$ cat config.mk
export PLATFORM = sky130hd
export DESIGN_NAME = fta_to_wb_bridge_flat
export DESIGN_NICKNAME = d
export VERILOG_FILES = /design/src/rtl/fta_bus_pkg.sv /design/src/rtl/fta_bus_if.sv /design/src/rtl/fta_to_wb_bridge.sv /design/src/flat_wrapper.sv
export SDC_FILE = /design/constraint.sdc
export NUM_CORES = 1
export LEC_CHECK = 0
export ABC_AREA = 1
export BUFFER_PORTS_ARGS = -buffer_cell sky130_fd_sc_hd__buf_4
export CORE_AREA = 2 2 474 476
export CTS_CLUSTER_DIAMETER = 200
export DETAILED_ROUTE_END_ITERATION = 12
export DIE_AREA = 0 0 476 478
export PLACE_DENSITY = 0.33
export SKIP_CTS_REPAIR_TIMING = 1
export SLEW_MARGIN = 0
export SYNTH_ARGS = -nofsm -noshare
export SYNTH_HDL_FRONTEND = slang
export SYNTH_SLANG_ARGS = --single-unit
$ cat constraint.sdc
create_clock -name clk_i -period 2.42 [get_ports clk_i]
set_clock_uncertainty 0.15 [all_clocks]
set_input_delay 0.484 -clock clk_i [delete_from_list [all_inputs] [get_ports clk_i]]
set_output_delay 0.484 -clock clk_i [all_outputs]
set_load 0.005 [all_outputs]
$ cat src/rtl/fta_bus_pkg.sv
// Shared FTA bus types and constants, plus the FTA-to-Wishbone bridge state encoding.
package fta_bus_pkg;

    localparam int TID_W  = 8;
    localparam int BLEN_W = 6;
    localparam int CMD_W  = 4;

    localparam logic [CMD_W-1:0] CMD_LOAD  = 4'd1;
    localparam logic [CMD_W-1:0] CMD_STORE = 4'd2;

    localparam logic [1:0] OKAY = 2'b00;
    localparam logic [1:0] ERR  = 2'b10;

    typedef enum logic [1:0] {
        IDLE  = 2'd0,
        WBCYC = 2'd1,
        RESP  = 2'd2,
        NACK  = 2'd3
    } fta_to_wb_state_t;

    // Burst beats advance by one full data word with natural 32-bit wrap-around.
    function automatic logic [31:0] beat_adr_next(input logic [31:0] adr, input logic [31:0] step);
        return adr + step;
    endfunction

endpackage

$ cat src/rtl/fta_bus_if.sv
// FTA request/response bundle; the requester drives req_*, the responder drives resp_*.
interface fta_bus_interface #(
    parameter int WID = 256
);
    import fta_bus_pkg::*;

    logic                  req_cyc;
    logic [CMD_W-1:0]      req_cmd;
    logic [31:0]           req_adr;
    logic [WID/8-1:0]      req_sel;
    logic [WID-1:0]        req_data1;
    logic [TID_W-1:0]      req_tid;
    logic [BLEN_W-1:0]     req_blen;

    logic                  resp_ack;
    logic [1:0]            resp_err;
    logic                  resp_rty;
    logic                  resp_stall;
    logic [TID_W-1:0]      resp_tid;
    logic [31:0]           resp_adr;
    logic [WID-1:0]        resp_dat;

    modport master (
        output req_cyc, req_cmd, req_adr, req_sel, req_data1, req_tid, req_blen,
        input  resp_ack, resp_err, resp_rty, resp_stall, resp_tid, resp_adr, resp_dat
    );

    modport slave (
        input  req_cyc, req_cmd, req_adr, req_sel, req_data1, req_tid, req_blen,
        output resp_ack, resp_err, resp_rty, resp_stall, resp_tid, resp_adr, resp_dat
    );

endinterface

$ cat src/rtl/fta_to_wb_bridge.sv
// Single-outstanding FTA responder issuing Wishbone master cycles, with load bursts.
// Optional Wishbone timeout enabled by defining FTA_TO_WB_TIMEOUT_EN.
module fta_to_wb_bridge
    import fta_bus_pkg::*;
#(
    parameter int WID = 256,
    parameter int TMO = 1023
) (
    input  logic             clk_i,
    input  logic             rst_ni,
    input  logic             cs_i,
    fta_bus_interface.slave  fta_i,
    output logic             cyc_o,
    output logic             stb_o,
    output logic             we_o,
    output logic [WID/8-1:0] sel_o,
    output logic [31:0]      adr_o,
    output logic [WID-1:0]   dat_o,
    input  logic             ack_i,
    input  logic             err_i,
    input  logic [WID-1:0]   dat_i
);

    localparam logic [31:0] STEP = 32'(WID / 8);

    fta_to_wb_state_t  state_r, state_s;
    logic              cyc_r, cyc_s, we_r, we_s, is_load_r, is_load_s, last_r, last_s;
    logic [WID/8-1:0]  sel_r, sel_s;
    logic [31:0]       adr_r, adr_s, radr_r, radr_s;
    logic [WID-1:0]    dat_r, dat_s, rdat_r, rdat_s;
    logic [TID_W-1:0]  tid_r, tid_s;
    logic [BLEN_W-1:0] beats_r, beats_s;
    logic              rack_r, rack_s, rstall_r, rstall_s;
    logic [1:0]        rerr_r, rerr_s;
    logic              timeout_s;

`ifdef FTA_TO_WB_TIMEOUT_EN
    localparam int TMO_W = $clog2(TMO + 1);
    logic [TMO_W-1:0] tmo_cnt_r;

    assign timeout_s = (state_r == WBCYC) && (tmo_cnt_r == TMO_W'(TMO - 1));

    // Counts consecutive cycles spent waiting in one Wishbone cycle.
    always_ff @(posedge clk_i or negedge rst_ni) begin
        if (!rst_ni) begin
            tmo_cnt_r <= '0;
        end else if (state_r == WBCYC && state_s == WBCYC) begin
            tmo_cnt_r <= tmo_cnt_r + TMO_W'(1);
        end else begin
            tmo_cnt_r <= '0;
        end
    end
`else
    assign timeout_s = 1'b0;
`endif

    // Next-state and next-register values; all outputs come straight from registers.
    always_comb begin
        state_s   = state_r;
        cyc_s     = cyc_r;
        we_s      = we_r;
        is_load_s = is_load_r;
        last_s    = last_r;
        sel_s     = sel_r;
        adr_s     = adr_r;
        dat_s     = dat_r;
        tid_s     = tid_r;
        beats_s   = beats_r;
        radr_s    = radr_r;
        rdat_s    = rdat_r;
        rack_s    = 1'b0;
        rerr_s    = OKAY;
        case (state_r)
            IDLE: begin
                if (fta_i.req_cyc && cs_i) begin
                    adr_s     = fta_i.req_adr;
                    sel_s     = fta_i.req_sel;
                    dat_s     = fta_i.req_data1;
                    tid_s     = fta_i.req_tid;
                    we_s      = (fta_i.req_cmd == CMD_STORE);
                    is_load_s = (fta_i.req_cmd == CMD_LOAD);
                    beats_s   = (fta_i.req_cmd == CMD_LOAD) ? fta_i.req_blen : '0;
                    last_s    = 1'b0;
                    cyc_s     = 1'b1;
                    state_s   = WBCYC;
                end else begin
                    state_s = IDLE;
                end
            end
            WBCYC: begin
                // err_i wins over ack_i; a timeout behaves like an error with no data.
                if (err_i || timeout_s) begin
                    cyc_s   = 1'b0;
                    rack_s  = 1'b1;
                    rerr_s  = ERR;
                    rdat_s  = '0;
                    radr_s  = adr_r;
                    last_s  = 1'b1;
                    state_s = RESP;
                end else if (ack_i) begin
                    cyc_s   = 1'b0;
                    rack_s  = 1'b1;
                    rdat_s  = is_load_r ? dat_i : '0;
                    radr_s  = adr_r;
                    last_s  = (beats_r == '0);
                    state_s = RESP;
                end else begin
                    state_s = WBCYC;
                end
            end
            RESP: begin
                if (!last_r) begin
                    adr_s   = beat_adr_next(adr_r, STEP);
                    beats_s = beats_r - BLEN_W'(1);
                    cyc_s   = 1'b1;
                    state_s = WBCYC;
                end else begin
                    state_s = NACK;
                end
            end
            NACK: begin
                state_s = IDLE;
            end
            default: begin
                cyc_s   = 1'b0;
                state_s = IDLE;
            end
        endcase
        rstall_s = (state_s != IDLE);
    end

    // State and datapath registers; reset abandons any cycle without a response.
    always_ff @(posedge clk_i or negedge rst_ni) begin
        if (!rst_ni) begin
            state_r   <= IDLE;
            cyc_r     <= 1'b0;
            we_r      <= 1'b0;
            is_load_r <= 1'b0;
            last_r    <= 1'b0;
            sel_r     <= '0;
            adr_r     <= 32'h0;
            dat_r     <= '0;
            tid_r     <= '0;
            beats_r   <= '0;
            radr_r    <= 32'h0;
            rdat_r    <= '0;
            rack_r    <= 1'b0;
            rerr_r    <= OKAY;
            rstall_r  <= 1'b0;
        end else begin
            state_r   <= state_s;
            cyc_r     <= cyc_s;
            we_r      <= we_s;
            is_load_r <= is_load_s;
            last_r    <= last_s;
            sel_r     <= sel_s;
            adr_r     <= adr_s;
            dat_r     <= dat_s;
            tid_r     <= tid_s;
            beats_r   <= beats_s;
            radr_r    <= radr_s;
            rdat_r    <= rdat_s;
            rack_r    <= rack_s;
            rerr_r    <= rerr_s;
            rstall_r  <= rstall_s;
        end
    end

    assign cyc_o = cyc_r;
    assign stb_o = cyc_r;
    assign we_o  = we_r;
    assign sel_o = sel_r;
    assign adr_o = adr_r;
    assign dat_o = dat_r;

    assign fta_i.resp_ack   = rack_r;
    assign fta_i.resp_err   = rerr_r;
    assign fta_i.resp_rty   = 1'b0;
    assign fta_i.resp_stall = rstall_r;
    assign fta_i.resp_tid   = tid_r;
    assign fta_i.resp_adr   = radr_r;
    assign fta_i.resp_dat   = rdat_r;

endmodule

$ cat src/flat_wrapper.sv
// flat-port wrapper written by rule: the top's interface ports become plain ports
module fta_to_wb_bridge_flat import fta_bus_pkg::*;
#(
    parameter int WID = 256,
    parameter int TMO = 1023
)
  (clk_i, rst_ni, cs_i, cyc_o, stb_o, we_o, sel_o, adr_o, dat_o, ack_i, err_i, dat_i, fta_i_req_cyc, fta_i_req_cmd, fta_i_req_adr, fta_i_req_sel, fta_i_req_data1, fta_i_req_tid, fta_i_req_blen, fta_i_resp_ack, fta_i_resp_err, fta_i_resp_rty, fta_i_resp_stall, fta_i_resp_tid, fta_i_resp_adr, fta_i_resp_dat);
  fta_bus_interface #(.WID(WID)) fta_i_i ();
  input  logic clk_i;
  input  logic rst_ni;
  input  logic cs_i;
  output logic cyc_o;
  output logic stb_o;
  output logic we_o;
  output logic [WID/8-1:0] sel_o;
  output logic [31:0] adr_o;
  output logic [WID-1:0] dat_o;
  input  logic ack_i;
  input  logic err_i;
  input  logic [WID-1:0] dat_i;
  input wire logic [$bits(fta_i_i.req_cyc)-1:0] fta_i_req_cyc;
  input wire logic [$bits(fta_i_i.req_cmd)-1:0] fta_i_req_cmd;
  input wire logic [$bits(fta_i_i.req_adr)-1:0] fta_i_req_adr;
  input wire logic [$bits(fta_i_i.req_sel)-1:0] fta_i_req_sel;
  input wire logic [$bits(fta_i_i.req_data1)-1:0] fta_i_req_data1;
  input wire logic [$bits(fta_i_i.req_tid)-1:0] fta_i_req_tid;
  input wire logic [$bits(fta_i_i.req_blen)-1:0] fta_i_req_blen;
  output wire logic [$bits(fta_i_i.resp_ack)-1:0] fta_i_resp_ack;
  output wire logic [$bits(fta_i_i.resp_err)-1:0] fta_i_resp_err;
  output wire logic [$bits(fta_i_i.resp_rty)-1:0] fta_i_resp_rty;
  output wire logic [$bits(fta_i_i.resp_stall)-1:0] fta_i_resp_stall;
  output wire logic [$bits(fta_i_i.resp_tid)-1:0] fta_i_resp_tid;
  output wire logic [$bits(fta_i_i.resp_adr)-1:0] fta_i_resp_adr;
  output wire logic [$bits(fta_i_i.resp_dat)-1:0] fta_i_resp_dat;
  assign fta_i_i.req_cyc = fta_i_req_cyc;
  assign fta_i_i.req_cmd = fta_i_req_cmd;
  assign fta_i_i.req_adr = fta_i_req_adr;
  assign fta_i_i.req_sel = fta_i_req_sel;
  assign fta_i_i.req_data1 = fta_i_req_data1;
  assign fta_i_i.req_tid = fta_i_req_tid;
  assign fta_i_i.req_blen = fta_i_req_blen;
  assign fta_i_resp_ack = fta_i_i.resp_ack;
  assign fta_i_resp_err = fta_i_i.resp_err;
  assign fta_i_resp_rty = fta_i_i.resp_rty;
  assign fta_i_resp_stall = fta_i_i.resp_stall;
  assign fta_i_resp_tid = fta_i_i.resp_tid;
  assign fta_i_resp_adr = fta_i_i.resp_adr;
  assign fta_i_resp_dat = fta_i_i.resp_dat;
  fta_to_wb_bridge #(.WID(WID), .TMO(TMO)) u_core (.clk_i(clk_i), .rst_ni(rst_ni), .cs_i(cs_i), .fta_i(fta_i_i), .cyc_o(cyc_o), .stb_o(stb_o), .we_o(we_o), .sel_o(sel_o), .adr_o(adr_o), .dat_o(dat_o), .ack_i(ack_i), .err_i(err_i), .dat_i(dat_i));
endmodule
==> flow_metrics.env <==
export IMPL_synthTopCellsByCount="nand2_1 (1621), dfrtp_1 (631), nand3_1 (292), clkbuf_1 (103), nor2_1 (82)"
export IMPL_drv_cap=0
export IMPL_max_freq_mhz=452
export IMPL_fin_tns_setup_ps=0
export IMPL_synth_xor_area_share_pct=0
export IMPL_grt_start_max_net_pins=62
export IMPL_fin_cells=7879
export IMPL_initial_core_util_pct=11.3
export IMPL_ys_flop_type="dfrtp_1"
export IMPL_synthMostInstantiatedCell="nand2_1"
export IMPL_drt_iter0_markers=1352
export IMPL_dr_wl_met3_um=14500
export IMPL_die_height_um=478
export IMPL_max_vdd_ir_drop_v=0.000645
export IMPL_synthMuxAreaShare_pct=0
export IMPL_dp_slack_ps=231
export IMPL_worst_pin_slew_ps=518
export IMPL_power_w=0.0535
export IMPL_core_sq_mm=0.223
export IMPL_area_growth_pct=90.0
export IMPL_synth_top_family_by_area="simple AND/OR/NAND/NOR gates"
export IMPL_synthTopCellsByArea="dfrtp_1 (63%), nand2_1 (24%), nand3_1 (5.8%), clkbuf_1 (1.5%), nor2_1 (1.2%)"
export IMPL_grt_pass1_wl_um=210000
export IMPL_end_kind="register"
export IMPL_layout_drive_gt1_share_pct=31.3
export IMPL_track_usage_pct=13.1
export IMPL_dp_hpwl_um=126000
export IMPL_clk_path_buf_depth=3
export IMPL_grt_ovfl_total=0
export IMPL_clk_pin_slew_ps=60
export IMPL_ys_warn_count=0
export IMPL_rows=174
export IMPL_seq_area_frac_synth_pct=62.8
export IMPL_setup_violations=0
export IMPL_slew_headroom_pct=65.5
export IMPL_setup_ws_ps=205
export IMPL_routed_wl_um=157000
export IMPL_grt_pass1_vias=25900
export IMPL_critPathLaunchType="register"
export IMPL_finalCriticalPeriod_ps=2210
export IMPL_r2r_start="u_core.state_r[1]$_DFF_PN0_"
export IMPL_ant_nets=0
export IMPL_io_buffers=1221
export IMPL_tritoncts="done"
export IMPL_worst_hold_path_type="in -> reg"
export IMPL_cts_buffers=88
export IMPL_status="complete, no violations"
export IMPL_antenna_found_initial=33
export IMPL_top_layer_used="met5"
export IMPL_holdPathStages=3
export IMPL_syn_avg_cell_area_sq_um=8.53
export IMPL_ioPinCount=1224
export IMPL_r2r_cells=5
export IMPL_hold_path_startpoint="dat_i[131]"
export IMPL_crit_start="u_core.state_r[1]$_DFF_PN0_"
export IMPL_synth_edf_count=0
export IMPL_timing_final_crit_share_pct=91.5
export IMPL_synth_compound_area_share_pct=1.62
export IMPL_drc=0
export IMPL_root_buffer="clkbuf_16"
export IMPL_syn_area_sq_mm=0.0252
export IMPL_ys_seq_elements=631
export IMPL_viasPerCell=3.39
export IMPL_whs_ps=34.3
export IMPL_p_per_area_mw_per_mm2=1120
export IMPL_required_ps=2890
export IMPL_synthArstFlopShare_pct=100
export IMPL_wl_met2_um=78400
export IMPL_die_area_sq_mm=0.228
export IMPL_drt_pre_antenna_iters=5
export IMPL_synth_top_cell_area_share_pct=62.8
export IMPL_yosys_area_share_simple_pct=31.6
export IMPL_drt_met1_wl_um=58600
export IMPL_gp_congestion=0.800
export IMPL_fin_nets=5408
export IMPL_arrival_ps=2680
export IMPL_hold_violations=0
export IMPL_synth_adder_area_share_pct=0.149
export IMPL_crit_type="reg -> reg"
export IMPL_rsz0062_at_grt="false"
export IMPL_chipWidth_um=476
export IMPL_n_fill_cell=24700
export IMPL_vias=26700
export IMPL_dp_cells=7131
export IMPL_wl_per_cell_um=19.9
export IMPL_ys_types=24
export IMPL_synthCells=2949
export IMPL_htreeDepth=3
export IMPL_yosysTopAreaCell="dfrtp_1"
export IMPL_slew_violations=0
export IMPL_worstPathMaxFanout=43
export IMPL_power_leakage_nw=24.7
export IMPL_cts_sinks=631
export IMPL_clk_insertion_delay_late_ps=700
## final cells by class
cell class | instances | area (sq um) | area share (%)
inverters | 53 | 214 | 0.448
diodes | 12 | 30.0 | 0.0628
well taps | 2992 | 3740 | 7.83
repair buffers | 1940 | 16400 | 34.4
clock buffers | 122 | 2590 | 5.42
clock inverters | 38 | 592 | 1.24
multi-input cells | 2091 | 8410 | 17.6
flip-flops and latches | 631 | 15800 | 33.0
## report_power, final
group / switching (W) / total, W / leakage, nW / internal (W)
registers: 0.00325 / 0.0185 / 8.12 / 0.0153
logic: 0.0109 / 0.0207 / 15.0 / 0.00979
clock network: 0.00547 / 0.0143 / 1.55 / 0.00887
total: 0.0196 / 0.0535 / 24.7 / 0.0339
## final timing paths
| check | endpoint | slack, ps |
|---|---|---|
| worst min-delay path | u_core.fta_i.resp_dat[131]$_DFFE_PN0P_ | 30 |
| min in group asynchronous | u_core.fta_i.resp_dat[214]$_DFFE_PN0P_ | 140 |
| worst max-delay path | u_core.we_o$_DFFE_PN0P_ | 210 |
| worst min register to register | u_core.sel_o[17]$_DFFE_PN0P_ | 320 |
| worst max register to register | u_core.we_o$_DFFE_PN0P_ | 210 |
| max in group asynchronous | u_core.fta_i.resp_dat[120]$_DFFE_PN0P_ | 1070 |
## worst max-delay path, cell delays in order, from the launching register on
cell and delay [ps]:
dfrtp_1 420, nor3_4 280, buf_4 480, nand3_1 140, dlygate4sd3_1 600, nand2_1 60
## stage by stage
step / utilization (%) / instance area, sq um
final: 21.4 / 47800
after global routing: 21.4 / 47800
after CTS: 18.8 / 42000
after detailed placement: 17.4 / 38800
after global placement: 17.4 / 38800
after floorplan: - / 25200
## placed cells by master (no fill, tap or decap), types with 7 or more instances in the layout
cell type	synthesis	routed
nor2_1	82	80
inv_1	51	50
clkinvlp_4	0	7
clkbuf_8	0	24
a21oi_1	22	22
bufinv_16	0	13
dlygate4sd3_1	0	576
dfrtp_1	631	631
o21ai_0	47	47
diode_2	0	12
clkbuf_1	103	9
nand3_1	292	292
buf_4	11	1330
clkinv_2	0	10
buf_12	0	33
clkbuf_16	0	89
nand2_1	1621	1621
## cell families (layout without fill, tap and decap cells)
family / Yosys count / after routing
other: 1 / 14
buffers and inverters: 228 / 2153
adder cells (fa/ha/maj): 3 / 3
AND/OR/NAND/NOR: 2007 / 2007
AO/OA/AOI/OAI: 79 / 79
flip-flops: 631 / 631
## routing by layer
layer	global-route usage, %	up-vias
met5	0	-
met4	5.05	4
li1	-	12900
met2	22.9	995
met1	13.6	12600
met3	6.06	200
## state kept, by name, indices dropped and copies added, names as in the netlist
register	count
u_core.dat_o	256
u_core.fta_i.resp_dat	256
u_core.adr_o	32
u_core.fta_i.resp_adr	32
u_core.sel_o	32
u_core.fta_i.resp_tid	8
u_core.beats_r	6
u_core.state_r	2
u_core.cyc_o	1
u_core.fta_i.resp_ack	1
u_core.fta_i.resp_err	1
u_core.fta_i.resp_stall	1
u_core.is_load_r	1
u_core.last_r	1
u_core.we_o	1
(Power assumes the default switching activity.)
